File: config.mk
export PLATFORM = sky130hd
export DESIGN_NAME = vec_alu_seq_flat
export DESIGN_NICKNAME = d
export VERILOG_FILES = /design/src/rtl/vec_alu_seq_if.sv /design/src/rtl/vec_alu_seq.sv /design/src/flat_wrapper.sv
export SDC_FILE = /design/constraint.sdc
export NUM_CORES = 1
export LEC_CHECK = 0
export BUFFER_PORTS_ARGS = -buffer_cell sky130_fd_sc_hd__buf_2
export CORE_UTILIZATION = 30
export DETAILED_ROUTE_END_ITERATION = 6
export MAX_ROUTING_LAYER = met4
export SLEW_MARGIN = 20
export SYNTH_ARGS = -nofsm -noshare
export SYNTH_HDL_FRONTEND = slang
export SYNTH_SLANG_ARGS = --single-unit
File: constraint.sdc
create_clock -name clk -period 3.1 [get_ports clk]
set_clock_uncertainty 0.2 [all_clocks]
set_input_delay 0.31 -clock clk [delete_from_list [all_inputs] [get_ports clk]]
set_output_delay 0.31 -clock clk [all_outputs]
set_load 0.02 [all_outputs]
File: src/rtl/vec_alu_seq_if.sv
// Command / lane / response bundle between a vec_alu sequencer and its
// environment. The slave side is the sequencer; the master side issues
// commands, returns lane done pulses and consumes responses.
interface vec_alu_seq_if #(
    parameter int MAX_LANES_LOG2 = 2
);
    localparam int LANES = 1 << MAX_LANES_LOG2;

    logic             cmd_valid;
    logic             cmd_ready;
    logic [5:0]       cmd_opcode;
    logic [2:0]       cmd_vsew;
    logic [2:0]       cmd_op_type;
    logic [1:0]       cmd_nb_lanes;

    logic             alu_run;
    logic [5:0]       alu_opcode;
    logic [2:0]       alu_vsew;
    logic [2:0]       alu_op_type;
    logic [1:0]       alu_nb_lanes;
    logic [LANES-1:0] lane_done;

    logic             resp_valid;
    logic             resp_ready;
    logic [1:0]       resp_err;
    logic [15:0]      resp_cycles;

    modport slave (
        input  cmd_valid, cmd_opcode, cmd_vsew, cmd_op_type, cmd_nb_lanes,
        input  lane_done, resp_ready,
        output cmd_ready, alu_run, alu_opcode, alu_vsew, alu_op_type, alu_nb_lanes,
        output resp_valid, resp_err, resp_cycles
    );

    modport master (
        output cmd_valid, cmd_opcode, cmd_vsew, cmd_op_type, cmd_nb_lanes,
        output lane_done, resp_ready,
        input  cmd_ready, alu_run, alu_opcode, alu_vsew, alu_op_type, alu_nb_lanes,
        input  resp_valid, resp_err, resp_cycles
    );
endinterface

File: src/rtl/vec_alu_seq.sv
// Sequencer for a group of vec_alu lanes: accepts one command, checks it,
// strobes alu_run until every active lane reports done (or a timeout),
// inserts one idle DRAIN cycle, then holds a response until it is taken.
module vec_alu_seq #(
    parameter int          MAX_LANES_LOG2 = 2,
    parameter logic [15:0] TIMEOUT        = 16'd1023
) (
    input  logic         clk,
    input  logic         resetn,
    vec_alu_seq_if.slave bus
);
    localparam int LANES = 1 << MAX_LANES_LOG2;

    typedef enum logic [1:0] {IDLE, RUN, DRAIN, RESP} state_t;

    state_t           state_q;
    logic             cmd_ready_q;
    logic             alu_run_q;
    logic [5:0]       alu_opcode_q;
    logic [2:0]       alu_vsew_q;
    logic [2:0]       alu_op_type_q;
    logic [1:0]       alu_nb_lanes_q;
    logic             resp_valid_q;
    logic [1:0]       resp_err_q;
    logic [15:0]      resp_cycles_q;
    logic [LANES-1:0] done_seen_q;
    logic [15:0]      cnt_q;

    logic             cmd_fire;
    logic             cmd_legal;
    logic [LANES-1:0] active_mask;
    logic [LANES-1:0] done_seen_d;
    logic             all_done_q;
    logic             all_done_now;
    logic [15:0]      cnt_d;
    logic             timeout_hit;

    function automatic logic cmd_is_legal(
        input logic [5:0] op,
        input logic [2:0] vsew,
        input logic [2:0] op_type,
        input logic [1:0] nb_lanes
    );
        logic op_ok;
        logic type_ok;
        logic lanes_ok;
        op_ok    = (op == 6'b000000) || (op == 6'b001001) ||
                   (op == 6'b001010) || (op == 6'b001011);
        type_ok  = (op_type == 3'b001) || (op_type == 3'b010) || (op_type == 3'b100);
        lanes_ok = ({30'd0, nb_lanes} <= 32'(MAX_LANES_LOG2));
        return op_ok && (vsew <= 3'd3) && type_ok && lanes_ok;
    endfunction

    assign cmd_fire  = bus.cmd_valid & cmd_ready_q;
    assign cmd_legal = cmd_is_legal(bus.cmd_opcode, bus.cmd_vsew,
                                    bus.cmd_op_type, bus.cmd_nb_lanes);

    // Lanes 0 .. 2^nb_lanes-1 are active for the latched command.
    for (genvar gi = 0; gi < LANES; gi++) begin : g_lane
        assign active_mask[gi] = (32'(gi) < (32'd1 << alu_nb_lanes_q));
    end

    // Done pulses from inactive lanes never reach the sticky bits.
    assign done_seen_d  = done_seen_q | (bus.lane_done & active_mask);
    // Normal exit looks at the registered bits, giving one cycle after the
    // last pulse; the timeout arbitration also counts this cycle's pulses
    // so a completion coinciding with the timeout still reports success.
    assign all_done_q   = &(done_seen_q | ~active_mask);
    assign all_done_now = &(done_seen_d | ~active_mask);
    assign cnt_d        = (cnt_q == 16'hFFFF) ? cnt_q : cnt_q + 16'd1;
    assign timeout_hit  = (cnt_d >= TIMEOUT);

    // Control FSM with all outputs registered alongside the state.
    always_ff @(posedge clk or negedge resetn) begin
        if (!resetn) begin
            state_q        <= IDLE;
            cmd_ready_q    <= 1'b0;
            alu_run_q      <= 1'b0;
            alu_opcode_q   <= '0;
            alu_vsew_q     <= '0;
            alu_op_type_q  <= '0;
            alu_nb_lanes_q <= '0;
            resp_valid_q   <= 1'b0;
            resp_err_q     <= 2'b00;
            resp_cycles_q  <= '0;
            done_seen_q    <= '0;
            cnt_q          <= '0;
        end else begin
            case (state_q)
                IDLE: begin
                    if (cmd_fire) begin
                        alu_opcode_q   <= bus.cmd_opcode;
                        alu_vsew_q     <= bus.cmd_vsew;
                        alu_op_type_q  <= bus.cmd_op_type;
                        alu_nb_lanes_q <= bus.cmd_nb_lanes;
                        done_seen_q    <= '0;
                        cnt_q          <= '0;
                        cmd_ready_q    <= 1'b0;
                        if (cmd_legal) begin
                            state_q   <= RUN;
                            alu_run_q <= 1'b1;
                        end else begin
                            state_q       <= RESP;
                            resp_valid_q  <= 1'b1;
                            resp_err_q    <= 2'b01;
                            resp_cycles_q <= '0;
                        end
                    end else begin
                        cmd_ready_q <= 1'b1;
                    end
                end
                RUN: begin
                    cnt_q       <= cnt_d;
                    done_seen_q <= done_seen_d;
                    if (all_done_q || timeout_hit) begin
                        state_q       <= DRAIN;
                        alu_run_q     <= 1'b0;
                        resp_cycles_q <= cnt_d;
                        resp_err_q    <= (all_done_q || all_done_now) ? 2'b00 : 2'b10;
                    end
                end
                DRAIN: begin
                    state_q      <= RESP;
                    resp_valid_q <= 1'b1;
                end
                RESP: begin
                    if (bus.resp_ready) begin
                        state_q      <= IDLE;
                        resp_valid_q <= 1'b0;
                        cmd_ready_q  <= 1'b1;
                    end
                end
                default: begin
                    state_q <= IDLE;
                end
            endcase
        end
    end

    assign bus.cmd_ready    = cmd_ready_q;
    assign bus.alu_run      = alu_run_q;
    assign bus.alu_opcode   = alu_opcode_q;
    assign bus.alu_vsew     = alu_vsew_q;
    assign bus.alu_op_type  = alu_op_type_q;
    assign bus.alu_nb_lanes = alu_nb_lanes_q;
    assign bus.resp_valid   = resp_valid_q;
    assign bus.resp_err     = resp_err_q;
    assign bus.resp_cycles  = resp_cycles_q;

endmodule

File: src/flat_wrapper.sv
// flat-port wrapper written by rule: the top's interface ports become plain ports
module vec_alu_seq_flat 
#(
    parameter int          MAX_LANES_LOG2 = 2,
    parameter logic [15:0] TIMEOUT        = 16'd1023
)
  (clk, resetn, bus_cmd_valid, bus_cmd_opcode, bus_cmd_vsew, bus_cmd_op_type, bus_cmd_nb_lanes, bus_lane_done, bus_resp_ready, bus_cmd_ready, bus_alu_run, bus_alu_opcode, bus_alu_vsew, bus_alu_op_type, bus_alu_nb_lanes, bus_resp_valid, bus_resp_err, bus_resp_cycles);
  vec_alu_seq_if #(.MAX_LANES_LOG2(MAX_LANES_LOG2)) bus_i ();
  input  logic clk;
  input  logic resetn;
  input wire logic [$bits(bus_i.cmd_valid)-1:0] bus_cmd_valid;
  input wire logic [$bits(bus_i.cmd_opcode)-1:0] bus_cmd_opcode;
  input wire logic [$bits(bus_i.cmd_vsew)-1:0] bus_cmd_vsew;
  input wire logic [$bits(bus_i.cmd_op_type)-1:0] bus_cmd_op_type;
  input wire logic [$bits(bus_i.cmd_nb_lanes)-1:0] bus_cmd_nb_lanes;
  input wire logic [$bits(bus_i.lane_done)-1:0] bus_lane_done;
  input wire logic [$bits(bus_i.resp_ready)-1:0] bus_resp_ready;
  output wire logic [$bits(bus_i.cmd_ready)-1:0] bus_cmd_ready;
  output wire logic [$bits(bus_i.alu_run)-1:0] bus_alu_run;
  output wire logic [$bits(bus_i.alu_opcode)-1:0] bus_alu_opcode;
  output wire logic [$bits(bus_i.alu_vsew)-1:0] bus_alu_vsew;
  output wire logic [$bits(bus_i.alu_op_type)-1:0] bus_alu_op_type;
  output wire logic [$bits(bus_i.alu_nb_lanes)-1:0] bus_alu_nb_lanes;
  output wire logic [$bits(bus_i.resp_valid)-1:0] bus_resp_valid;
  output wire logic [$bits(bus_i.resp_err)-1:0] bus_resp_err;
  output wire logic [$bits(bus_i.resp_cycles)-1:0] bus_resp_cycles;
  assign bus_i.cmd_valid = bus_cmd_valid;
  assign bus_i.cmd_opcode = bus_cmd_opcode;
  assign bus_i.cmd_vsew = bus_cmd_vsew;
  assign bus_i.cmd_op_type = bus_cmd_op_type;
  assign bus_i.cmd_nb_lanes = bus_cmd_nb_lanes;
  assign bus_i.lane_done = bus_lane_done;
  assign bus_i.resp_ready = bus_resp_ready;
  assign bus_cmd_ready = bus_i.cmd_ready;
  assign bus_alu_run = bus_i.alu_run;
  assign bus_alu_opcode = bus_i.alu_opcode;
  assign bus_alu_vsew = bus_i.alu_vsew;
  assign bus_alu_op_type = bus_i.alu_op_type;
  assign bus_alu_nb_lanes = bus_i.alu_nb_lanes;
  assign bus_resp_valid = bus_i.resp_valid;
  assign bus_resp_err = bus_i.resp_err;
  assign bus_resp_cycles = bus_i.resp_cycles;
  vec_alu_seq #(.MAX_LANES_LOG2(MAX_LANES_LOG2), .TIMEOUT(TIMEOUT)) u_core (.clk(clk), .resetn(resetn), .bus(bus_i));
endmodule
# == Word level (Yosys, flattened, before mapping) ==
# Cells that the tools add are included.
# classes
addsub,1
order_cmp,7
eq_ne,15
shift,1
muxes,30
bitwise,6
n_reduce_logical,24
# op_table
cell,n
16-bit 2-to-1 mux,5
1-bit by 32-bit < comparator with 1-bit output (first input constant),2
2-bit by 32-bit < comparator with 1-bit output (first input constant),2
16-bit case mux with 2 select lines,2
1-bit by 2-bit << shifter with 32-bit output (first input constant),1
4-bit AND reduction,5
6-bit by 4-bit equality test with 1-bit output (second input constant),3
16-bit by 1-bit adder with 16-bit output (second input constant),1
16-bit equality test (second input constant),1
16-bit by 10-bit >= comparator with 1-bit output (second input constant),1
2-bit 2-to-1 mux,8
4-bit OR,3
1-bit 2-to-1 mux,8
2-bit case mux with 4 select lines,1
4-bit case mux with 2 select lines,1
1-bit logical OR,7
6-bit logical NOT,1
2-bit by 1-bit inequality test with 1-bit output (second input constant),3
2-bit AND reduction,3
4-bit bitwise AND,1
2-bit equality test (second input constant),2
4-bit 2-to-1 mux,1
2-bit inequality test (second input constant),2
4-bit NOT,1
15 further kinds,19
# totals
register_bits,57
input_bits,22
output_inout_bits,35

# == Longest topological paths before layout ==
# Gate-level depths: netlist of the first run.
# logic_depth
ltp_word,10
depth_mapped,11

# == Least setup slack after synthesis of the first run ==
# Ideal clock, no wire load.
# synth_path
path_type,reg2reg
from,register u_core.cnt_q[0]
to,register u_core.resp_cycles_q[1] (netlist: u_core.bus.resp_cycles[1])
setup_time_ns,0.125
arrival_ns,2.583
path_slack_ns,0.192
stages_incl_launch_ff,11
synth_period_minus_slack_ns,2.908
cell_sequence,dfrtp_1 > ha_1 > buf_4 > nand4_2 > nor3_1 > mux2i_1 > and3_1 > nand4_2 > o211ai_4 > buf_6 > mux2_4
# synth_between
elab_chain_len,6
# synth_rtl
element,line,text
from (decl),vec_alu_seq.sv:27,logic [15:0] cnt_q;
from (signal assigned),vec_alu_seq.sv:113,cnt_q <= cnt_d;
16-bit by 1-bit adder with 16-bit output / 16-bit equality test (equally long branches),vec_alu_seq.sv:70,assign cnt_d = (cnt_q == 16'hFFFF) ? cnt_q : cnt_q + 16'd1;
16-bit 2-to-1 mux *,vec_alu_seq.sv:70,
16-bit by 10-bit >= comparator with 1-bit output,vec_alu_seq.sv:71,assign timeout_hit = (cnt_d >= TIMEOUT);
1-bit logical OR,vec_alu_seq.sv:115,if (all_done_q || timeout_hit) begin
2-bit by 1-bit inequality test with 1-bit output (no line),--,
4-bit AND reduction (no line),--,
to (signal assigned),vec_alu_seq.sv:118,resp_cycles_q <= cnt_d;
to (decl),vec_alu_seq.sv:25,logic [15:0] resp_cycles_q;
# Every way passes the cells marked *; elsewhere a longest branch is shown, timed or not. The select of a mux whose other input is x is not followed.
# A chain may end at the register's enable or synchronous reset.

# == Worst setup path after layout of the first run ==
# layout_path
from,register u_core.cnt_q[1]
to,register u_core.resp_cycles_q[3] (netlist: u_core.bus.resp_cycles[3])
# Same word-level chain as after synthesis.

==> flow_summary.yaml, run 1 <==
outcome:
  outcome: "completed"
clock_network:
  cts_max_level: 3
  cts_buffers: 9
  clock-sinks: 57
  clock_latency_ps: 340
  cts_buffer_depth: 2
  root_buffer: "clkbuf_8"
  clkTransAtPathRegs_ps: 70
  postCtsSetupRepairBufs: 0
  cts_tree: "yes"
yosys:
  ys.flop_type: "dfrtp_1"
  synth.area.top_cells: "dfrtp_1 45%, mux2_2 9.7%, nand2_1 4.6%"
  synth.avg_cell_area_um2: 10.4
  synth_top_area_share: 0.453
  synth_seq_area_share: 0.453
  synth_mux_area_frac: 0.152
  synth-seq-cells: 57
  synthAdderAreaFrac: 0.0199
  syn_area_mm2: 0.00315
  syn_nets: 331
  synthCells: 304
  synth-xor-area-share: 0.0218
  yosys-top-cells-count: "57 x dfrtp_1, 39 x nand2_1, 27 x mux2_2, 22 x nor2_1, 20 x o21ai_0"
  synth.yosys.warnings: 0
  synth_edf_count: 0
  synth_top_family_by_area: "simple AND/OR/NAND/NOR gates"
  asyncSetResetFlopFracSynth: 1.00
  synth-simple-area-share: 0.183
  synth_compound_area_frac: 0.121
  ys_types: 51
  yosysMostFrequentCell: "dfrtp_1"
  yosys.area.top_type: "dfrtp_1"
finish:
  multiInputGateArea_mm2: 0.00157
  layout-area-overhead-vs-synth_pct: 24.3
  final_layout_size_suffix_gt1_frac: 0.359
  ff_latch_area_mm2: 0.00143
  finalNonFillerCells: 523
  fillers: 1006
  diodes: 0
  nNetsFinal: 409
timing:
  final.period_utilization: 0.938
  tns_ps: 0
  tightest_slew_ps: 723
  period_minus_slack_ps: 2910
  relSlewSlack: 0.518
  rsz0062_at_grt: "false"
  final-max-slew-violation-count: 0
  setup_viol: 0
  hold_viol_final: 0
  max_freq_mhz: 344
global_route:
  antenna_found_initial: 0
  grt_pass1_vias: 2473
  grt_max_degree: 34
  met3_usage: 0.0439
  grt_use_total: 0.146
  busiest_layer: "met2"
  use_met2: 0.226
  grt_pass1_wl_um: 12200
  grtUsageMet1: 0.182
  overflow: 0
min_path:
  min_to: "u_core.bus.alu_nb_lanes[0]$_DFFE_PN0P_"
  hp-start: "bus_cmd_nb_lanes[0]"
  hp-class: "input pin to flip-flop"
  holdPathStages: 2
placed_design:
  dp_hpwl_um: 5440
  dp.cells: 499
  gp_congestion: 0.845
  port-buffer-count: 56
pwr:
  seqPwrFrac: 0.356
  internal-power_mw: 1.81
  irDropWorstVdd_uv: 433
  power_frac_clock: 0.233
  power_switching_mw: 1.15
  leakagePower_nw: 1.82
  power.density_mw_per_mm2: 754
  pwr-share-comb: 0.411
  swShare: 0.388
worst_setup_path:
  worstSetupPathType: "flip-flop to flip-flop"
  critPathArrivalTime_ps: 2960
  path_cells: "ha_2 -> nand4_2 -> nor3_1 -> mux2i_1 -> and3_1 -> nand4_2 -> o211ai_4 -> buf_4 -> buf_4 -> mux2i_1"
  timing.rr.end: "u_core.bus.resp_cycles[3]$_DFFE_PN0P_"
  r2r_slack_ps: 190
  cp.buffers_inverters: 2
  rr_worst_depth: 10
  start_kind: "flip-flop"
  critPathSlowestCell: "dfrtp_1"
  crit_path_max_fanout: 8
  cp_top_family: "simple AND/OR/NAND/NOR gates"
  r2r-start: "u_core.cnt_q[1]$_DFFE_PN0P_"
  worst_ep_required_time_ps: 3150
  max_stage_delay_ps: 420
  worst_setup_path_end_kind: "flip-flop"
routing:
  vias_per_cell: 4.90
  drt_iter0_markers: 120
  drtPass1Iterations: 4
  wl_per_cell_um: 14.2
  routed_wl_um: 7430
  ant_nets: 0
  remaining_drc_errors: 0
  vias: 2562
floorplan:
  die_w_um: 104
  die-height_um: 104
  fp-row-count: 37
  ios: 57
  start_util: 0.308
  die_area_mm2: 0.0109
  core_area_mm2: 0.0102
flow_run:
  cap_violations: 0
per-stage QoR:
step	worst slack, ps	hold WS, ps	power (mW)	area [um^2]	utilization
final	193	25.1	2.95	3920	0.383
after global routing	6.69	2.16	3.16	3920	0.383
after CTS	92.4	3.82	3.00	3900	0.381
after detailed placement	110	225	2.28	3640	0.356
after global placement	175	218	2.26	3640	0.356
after floorplan	192	-186	1.89	3150	-
registers in the layout (all words and copies together) (netlist names):
signal,cells
u_core.cnt_q,16
u_core.done_seen_q,4
u_core.bus.alu_vsew,3
u_core.bus.alu_opcode,6
u_core.bus.alu_op_type,3
u_core.bus.resp_valid,1
u_core.bus.alu_nb_lanes,2
u_core.bus.cmd_ready,1
u_core.bus.alu_run,1
u_core.state_q,2
u_core.bus.resp_err,2
u_core.bus.resp_cycles,16
worst max-delay path by stage:
stage	startpoint	to	depth (start not counted)
3_3_place_gp	u_core.cnt_q[1]$_DFFE_PN0P_	u_core.bus.resp_cycles[4]$_DFFE_PN0P_	9
5_1_grt	u_core.cnt_q[1]$_DFFE_PN0P_	u_core.bus.resp_cycles[3]$_DFFE_PN0P_	10
6_report	u_core.cnt_q[1]$_DFFE_PN0P_	u_core.bus.resp_cycles[3]$_DFFE_PN0P_	10
2_1_floorplan	u_core.cnt_q[0]$_DFFE_PN0P_	u_core.bus.resp_cycles[1]$_DFFE_PN0P_	10
3_5_place_dp	u_core.cnt_q[1]$_DFFE_PN0P_	u_core.bus.resp_cycles[3]$_DFFE_PN0P_	10
4_1_cts	u_core.cnt_q[1]$_DFFE_PN0P_	u_core.bus.resp_cycles[3]$_DFFE_PN0P_	10
per-layer routing:
metal | share of wire | vias up
li1 | - | 1242
met1 | 0.47 | 1264
met2 | 0.48 | 51
met3 | 0.043 | 5
met4 | 0.0089 | 0
met5 | 0 | -
logic make-up (layout without fill, tap and decap cells):
family	count (synthesis)	after routing
multiplexers	42	42
buffers and inverters	29	112
adder cells (fa/ha/maj)	5	5
flip-flops	57	57
XOR/XNOR	7	7
AND/OR/NAND/NOR	107	107
AO/OA/AOI/OAI	57	57
final cells by class:
| class | count | area share |
|---|---|---|
| multi-input cells | 218 | 0.401 |
| clock buffers | 9 | 0.0316 |
| well taps | 136 | 0.0435 |
| inverters | 13 | 0.0125 |
| flip-flops and latches | 57 | 0.365 |
| repair buffers | 83 | 0.128 |
| clock inverters | 7 | 0.0182 |
power groups by stage:
stage | logic (mW) | clock network [mW] | registers [mW]
2_1_floorplan | 0.675 | 0 | 1.21
3_3_place_gp | 1.20 | 0 | 1.05
3_5_place_dp | 1.22 | 0 | 1.06
4_1_cts | 1.23 | 0.714 | 1.05
5_1_grt | 1.33 | 0.751 | 1.07
6_report | 1.22 | 0.688 | 1.05
cells in the final DEF (no fill, tap or decap), types with 2 or more instances in the layout:
cell type,n
a21oi_1,10
a22o_1,3
and2_1,2
and3_1,4
buf_2,56
buf_4,19
clkbuf_8,9
clkinv_2,2
clkinvlp_4,3
dfrtp_1,56
dlygate4sd3_1,8
ha_1,4
inv_1,12
mux2_2,27
mux2_4,5
mux2i_1,10
nand2_1,39
nand3_1,12
nand4_1,4
nand4_2,3
nand4_4,2
nor2_1,22
nor3_1,6
nor4_1,4
o211ai_1,2
o21ai_0,20
o31ai_1,8
or3_1,2
xor2_1,5
worst register-to-register path, delay by kind of cell, from the launching register on:
kind | cells | cell delay (ps)
AO/OA/AOI/OAI | 1 | 250
adder cells (fa/ha/maj) | 1 | 290
buffers and inverters | 2 | 380
flip-flops | 1 | 420
multiplexers | 2 | 430
AND/OR/NAND/NOR | 4 | 870
repair_timing:
item                       4_1_cts  5_1_grt
setup endpoints to repair        0       16
hold endpoints to repair        37        1
resized for setup                0        2
hold buffers                     7        1
Power figures use the tool's default switching activity.
==> run 2, diff against run 1 <==
CORE_MARGIN = 4   (was not set)
==> run 2 against run 1 <==
Compared with the run above: first-iteration DRC count shrank 28%; core utilization is 0.59 points lower; die area increased by 12%; flip-flop and latch count unchanged; combinational power barely moved; clock power increased by 5.8%; critical path type unchanged; critical endpoint is now u_core.bus.resp_cycles[4]$_DFFE_PN0P_; highest routed layer unchanged.
==> flow_summary.yaml, run 2 (same netlist as run 1, synthesis figures left out) <==
clock_network:
  cts_buffer_depth: 2
  root_buffer: "clkbuf_8"
  clock-sinks: 57
  clkTransAtPathRegs_ps: 70
  cts_buffers: 9
  cts_max_level: 3
  clock_latency_ps: 340
  cts_tree: "yes"
pwr:
  power.density_mw_per_mm2: 776
  irDropWorstVdd_uv: 448
  power_frac_clock: 0.242
  swShare: 0.392
  pwr-share-comb: 0.406
  seqPwrFrac: 0.352
  power_switching_mw: 1.18
  leakagePower_nw: 1.80
  internal-power_mw: 1.83
timing:
  final.period_utilization: 0.932
  period_minus_slack_ps: 2890
  tightest_slew_ps: 641
  setup_viol: 0
  max_freq_mhz: 346
  setup_ws_ps: 209
  tns_ps: 0
  rsz0062_at_grt: "false"
  final-max-slew-violation-count: 0
  hold_viol_final: 0
  relSlewSlack: 0.570
finish:
  layout-area-overhead-vs-synth_pct: 23.0
  ff_latch_area_mm2: 0.00143
  final_cell_mix: "56 x buf_2, 56 x dfrtp_1, 39 x nand2_1, 27 x mux2_2, 22 x nor2_1"
  diodes: 0
  nNetsFinal: 401
  final_layout_size_suffix_gt1_frac: 0.361
  multiInputGateArea_mm2: 0.00159
  finalNonFillerCells: 515
  fillers: 1092
worst_setup_path:
  crit_path_max_fanout: 8
  worstSetupPathType: "flip-flop to flip-flop"
  r2r-start: "u_core.cnt_q[1]$_DFFE_PN0P_"
  worst_setup_path_end_kind: "flip-flop"
  rr_worst_depth: 9
  timing.rr.end: "u_core.bus.resp_cycles[4]$_DFFE_PN0P_"
  worst_ep_required_time_ps: 3120
  critPathArrivalTime_ps: 2910
  r2r_slack_ps: 210
  start_kind: "flip-flop"
global_route:
  grt_use_total: 0.127
  grt_max_degree: 40
  overflow: 0
  antenna_found_initial: 0
  grt_pass1_wl_um: 12700
  grt_pass1_vias: 2582
routing:
  vias: 2512
  met2_length_um: 3410
  drt_iter0_markers: 87
  met1_length_um: 3610
  route.met3.wl_um: 271
  ant_nets: 0
  routed.top_layer: "met4"
  drtPass1Iterations: 4
  vias_per_cell: 4.88
  remaining_drc_errors: 0
  wl_per_cell_um: 14.3
  routed_wl_um: 7370
floorplan:
  fp-row-count: 37
  ios: 57
  die_w_um: 110
  die_area_mm2: 0.0122
  die-height_um: 110
  core_area_mm2: 0.0103
  start_util: 0.307
min_path:
  holdPathStages: 2
  hp-class: "input pin to flip-flop"
  min_to: "u_core.bus.alu_vsew[1]$_DFFE_PN0P_"
  hp-start: "bus_cmd_vsew[1]"
placed_design:
  pre_cts_ws_ps: 91.1
  dp_hpwl_um: 5560
  gp_congestion: 0.889
  port-buffer-count: 56
  dp.cells: 496
outcome:
  outcome: "completed"
flow_run:
  cap_violations: 0
-- run 2: cell count changes in the layout (fill, tap and decap cells not counted), sizes merged --
cell,before,now
buf,75,72
clkinv,3,2
clkinvlp,3,0
dlygate4sd3,8,3
inv,13,17
-- run 2: cell type report --
type	count	share of cell area
multi-input cells	218	0.410
inverters	13	0.0126
repair buffers	75	0.111
well taps	136	0.0439
clock buffers	9	0.0320
flip-flops and latches	57	0.369
clock inverters	7	0.0220
-- run 2: worst max-delay path by stage --
| stage | from | slack [ps] | to | cells past startpoint |
|---|---|---|---|---|
| 4_1_cts | u_core.cnt_q[1]$_DFFE_PN0P_ | 50 | u_core.bus.resp_cycles[7]$_DFFE_PN0P_ | 9 |
| 2_1_floorplan | u_core.cnt_q[0]$_DFFE_PN0P_ | 190 | u_core.bus.resp_cycles[1]$_DFFE_PN0P_ | 10 |
| 6_report | u_core.cnt_q[1]$_DFFE_PN0P_ | 210 | u_core.bus.resp_cycles[4]$_DFFE_PN0P_ | 9 |
| 3_3_place_gp | u_core.cnt_q[1]$_DFFE_PN0P_ | 180 | u_core.bus.resp_cycles[4]$_DFFE_PN0P_ | 9 |
| 5_1_grt | u_core.cnt_q[3]$_DFFE_PN0P_ | 30 | u_core.bus.resp_cycles[2]$_DFFE_PN0P_ | 9 |
| 3_5_place_dp | u_core.cnt_q[1]$_DFFE_PN0P_ | 90 | u_core.bus.resp_cycles[0]$_DFFE_PN0P_ | 10 |
-- run 2: critical path: stages, from the launching register on --
cell and delay, ps:
dfrtp_1 470, ha_4 230, nand4_2 210, nor3_1 290
mux2i_1 240, and3_1 190, nand4_2 160, o211ai_4 250
buf_4 220, mux2_4 300
-- run 2: repair_timing --
action,4_1_cts,5_1_grt
endpoints found under the setup margin,0,16
setup buffers,0,0
endpoints found under the hold margin,20,0
hold buffers,3,0
resized for setup,0,4
-- run 2: per-stage QoR --
stage / power [mW] / cell area [um^2] / utilization / hold WS, ps
5_1_grt: 3.22 / 3870 / 0.377 / 2.65
3_3_place_gp: 2.26 / 3610 / 0.352 / 82.5
3_5_place_dp: 2.30 / 3610 / 0.352 / 95.1
4_1_cts: 3.04 / 3850 / 0.375 / 1.08
6_report: 3.00 / 3870 / 0.377 / 12.5
2_1_floorplan: 1.89 / 3150 / - / -186
-- run 2: power groups by stage --
stage / Combinational, mW / Sequential (mW) / Clock, mW
final: 1.22 / 1.06 / 0.728
after global routing: 1.35 / 1.09 / 0.782
after CTS: 1.24 / 1.05 / 0.747
after detailed placement: 1.23 / 1.07 / 0
after global placement: 1.21 / 1.06 / 0
after floorplan: 0.675 / 1.21 / 0
-- run 2: per-layer routing --
metal / GRT usage / up-vias
li1: - / 1234
met1: 0.173 / 1219
met2: 0.190 / 52
met3: 0.0296 / 7
met4: 0.0353 / 0
met5: - / -
==> run 3, diff against run 2 <==
CORE_MARGIN = 10   (was 4)
==> run 3 against run 2 <==
Compared with the run above: hold slack better by 2.9 ps; highest routed layer unchanged; die area is 23% higher; power is 1.8% higher; via count is 0.60% lower; register-to-register slack worse by 40 ps; sequential power hardly changed; critical path type unchanged; non-clock buffer count is 4 higher; maximum frequency is 1.3% lower; worst setup slack worse by 39 ps; global-route usage is 1.6 points lower.
==> flow_summary.yaml, run 3 (same netlist as run 1, synthesis figures left out) <==
finish:
  finalNonFillerCells: 518
  nNetsFinal: 405
  diodes: 0
  final_common_cell: "buf_2"
  layout-area-overhead-vs-synth_pct: 24.5
  stdcell_area_mm2: 0.00392
  final_layout_size_suffix_gt1_frac: 0.369
  multiInputGateArea_mm2: 0.00158
  fillers: 1074
  utilization: 0.382
  final_cell_mix: "56 x buf_2, 55 x dfrtp_1, 39 x nand2_1, 27 x mux2_2, 22 x nor2_1"
  ff_latch_area_mm2: 0.00143
timing:
  max_freq_mhz: 341
  setup_viol: 0
  tightest_slew_ps: 605
  period_minus_slack_ps: 2930
  hold_viol_final: 0
  relSlewSlack: 0.597
  setup_ws_ps: 170
  holdWs_ps: 15.3
  rsz0062_at_grt: "false"
  final.period_utilization: 0.945
  final-max-slew-violation-count: 0
  tns_ps: 0
global_route:
  overflow: 0
  grt_pass1_wl_um: 13000
  grt_use_total: 0.112
  antenna_found_initial: 0
  grt_pass1_vias: 2537
  grt_max_degree: 34
outcome:
  outcome: "completed"
worst_setup_path:
  worst_ep_required_time_ps: 3120
  critPathArrivalTime_ps: 2950
  path_cells: "ha_2 -> and4_1 -> and3_1 -> a21oi_1 -> nand3_1 -> nor4_4 -> o211ai_4 -> buf_4 -> mux2_4"
  crit_path_max_fanout: 8
  worstSetupPathType: "flip-flop to flip-flop"
  max_stage_delay_ps: 450
  cp.buffers_inverters: 1
  r2r_slack_ps: 170
  cp_top_family: "simple AND/OR/NAND/NOR gates"
  critPathSlowestCell: "dfrtp_2"
  start_kind: "flip-flop"
  worst_setup_path_end_kind: "flip-flop"
floorplan:
  die_area_mm2: 0.0150
  fp-row-count: 37
  ios: 57
  core_area_mm2: 0.0103
  die_w_um: 122
  start_util: 0.307
  die-height_um: 122
pwr:
  pwr-share-comb: 0.407
  power_frac_clock: 0.246
  leakagePower_nw: 1.83
  finalPower_mw: 3.06
  irDropWorstVdd_uv: 462
  swShare: 0.377
  power_switching_mw: 1.15
  internal-power_mw: 1.91
  seqPwrFrac: 0.347
  power.density_mw_per_mm2: 780
clock_network:
  clock-sinks: 57
  clock_latency_ps: 340
  clkTransAtPathRegs_ps: 70
  cts_buffers: 9
  cts_tree: "yes"
  cts_max_level: 3
  cts_buffer_depth: 2
  root_buffer: "clkbuf_8"
routing:
  vias_per_cell: 4.82
  drtPass1Iterations: 4
  remaining_drc_errors: 0
  wl_per_cell_um: 15.1
  ant_nets: 0
  drt_iter0_markers: 137
  routed_wl_um: 7840
  vias: 2497
min_path:
  hp-class: "input pin to flip-flop"
placed_design:
  gp_congestion: 0.905
  place_area_mm2: 0.00363
  dp.cells: 496
  pre_cts_ws_ps: 80.8
  port-buffer-count: 56
  dp_hpwl_um: 5850
flow_run:
  cap_violations: 0
## run 3: layer usage
metal | wire [um] | up-vias | GRT usage
met3 | 167 | 13 | 0.0188
met5 | 0 | - | -
li1 | - | 1233 | -
met2 | 3660 | 47 | 0.168
met1 | 3840 | 1204 | 0.144
met4 | 163 | 0 | 0.0515
## run 3: power groups by stage
stage / clock network [mW] / registers (mW) / logic, mW
5_1_grt: 0.806 / 1.09 / 1.37
4_1_cts: 0.781 / 1.06 / 1.25
3_5_place_dp: 0 / 1.07 / 1.24
2_1_floorplan: 0 / 1.21 / 0.675
6_report: 0.753 / 1.06 / 1.25
3_3_place_gp: 0 / 1.06 / 1.22
## run 3: worst paths after layout
kind / end / cells after the start / from
max reg2reg: u_core.bus.resp_cycles[4]$_DFFE_PN0P_ / 9 / u_core.cnt_q[0]$_DFFE_PN0P_
max in group asynchronous: u_core.bus.resp_valid$_DFFE_PN0P_ / 3 / resetn
min: u_core.bus.alu_opcode[5]$_DFFE_PN0P_ / 2 / bus_cmd_opcode[5]
min in group asynchronous: u_core.bus.resp_cycles[8]$_DFFE_PN0P_ / 2 / resetn
min reg2reg: u_core.bus.resp_valid$_DFFE_PN0P_ / 1 / u_core.bus.resp_valid$_DFFE_PN0P_
max: u_core.bus.resp_cycles[4]$_DFFE_PN0P_ / 9 / u_core.cnt_q[0]$_DFFE_PN0P_
## run 3: area by class of cell
type	instances	area share
clock buffer	13	0.0456
clock inverter	2	0.00893
inverter	13	0.0124
multi-input combinational	218	0.404
sequential	57	0.364
tap	136	0.0434
timing repair buffer	79	0.121
## run 3: repair_timing
| item | 4_1_cts | 5_1_grt |
|---|---|---|
| buffers inserted | 0 | 3 |
| hold endpoints to repair | 27 | 0 |
| gates resized for setup | 0 | 5 |
| hold buffers | 4 | 0 |
| endpoints found under the setup margin | 0 | 18 |
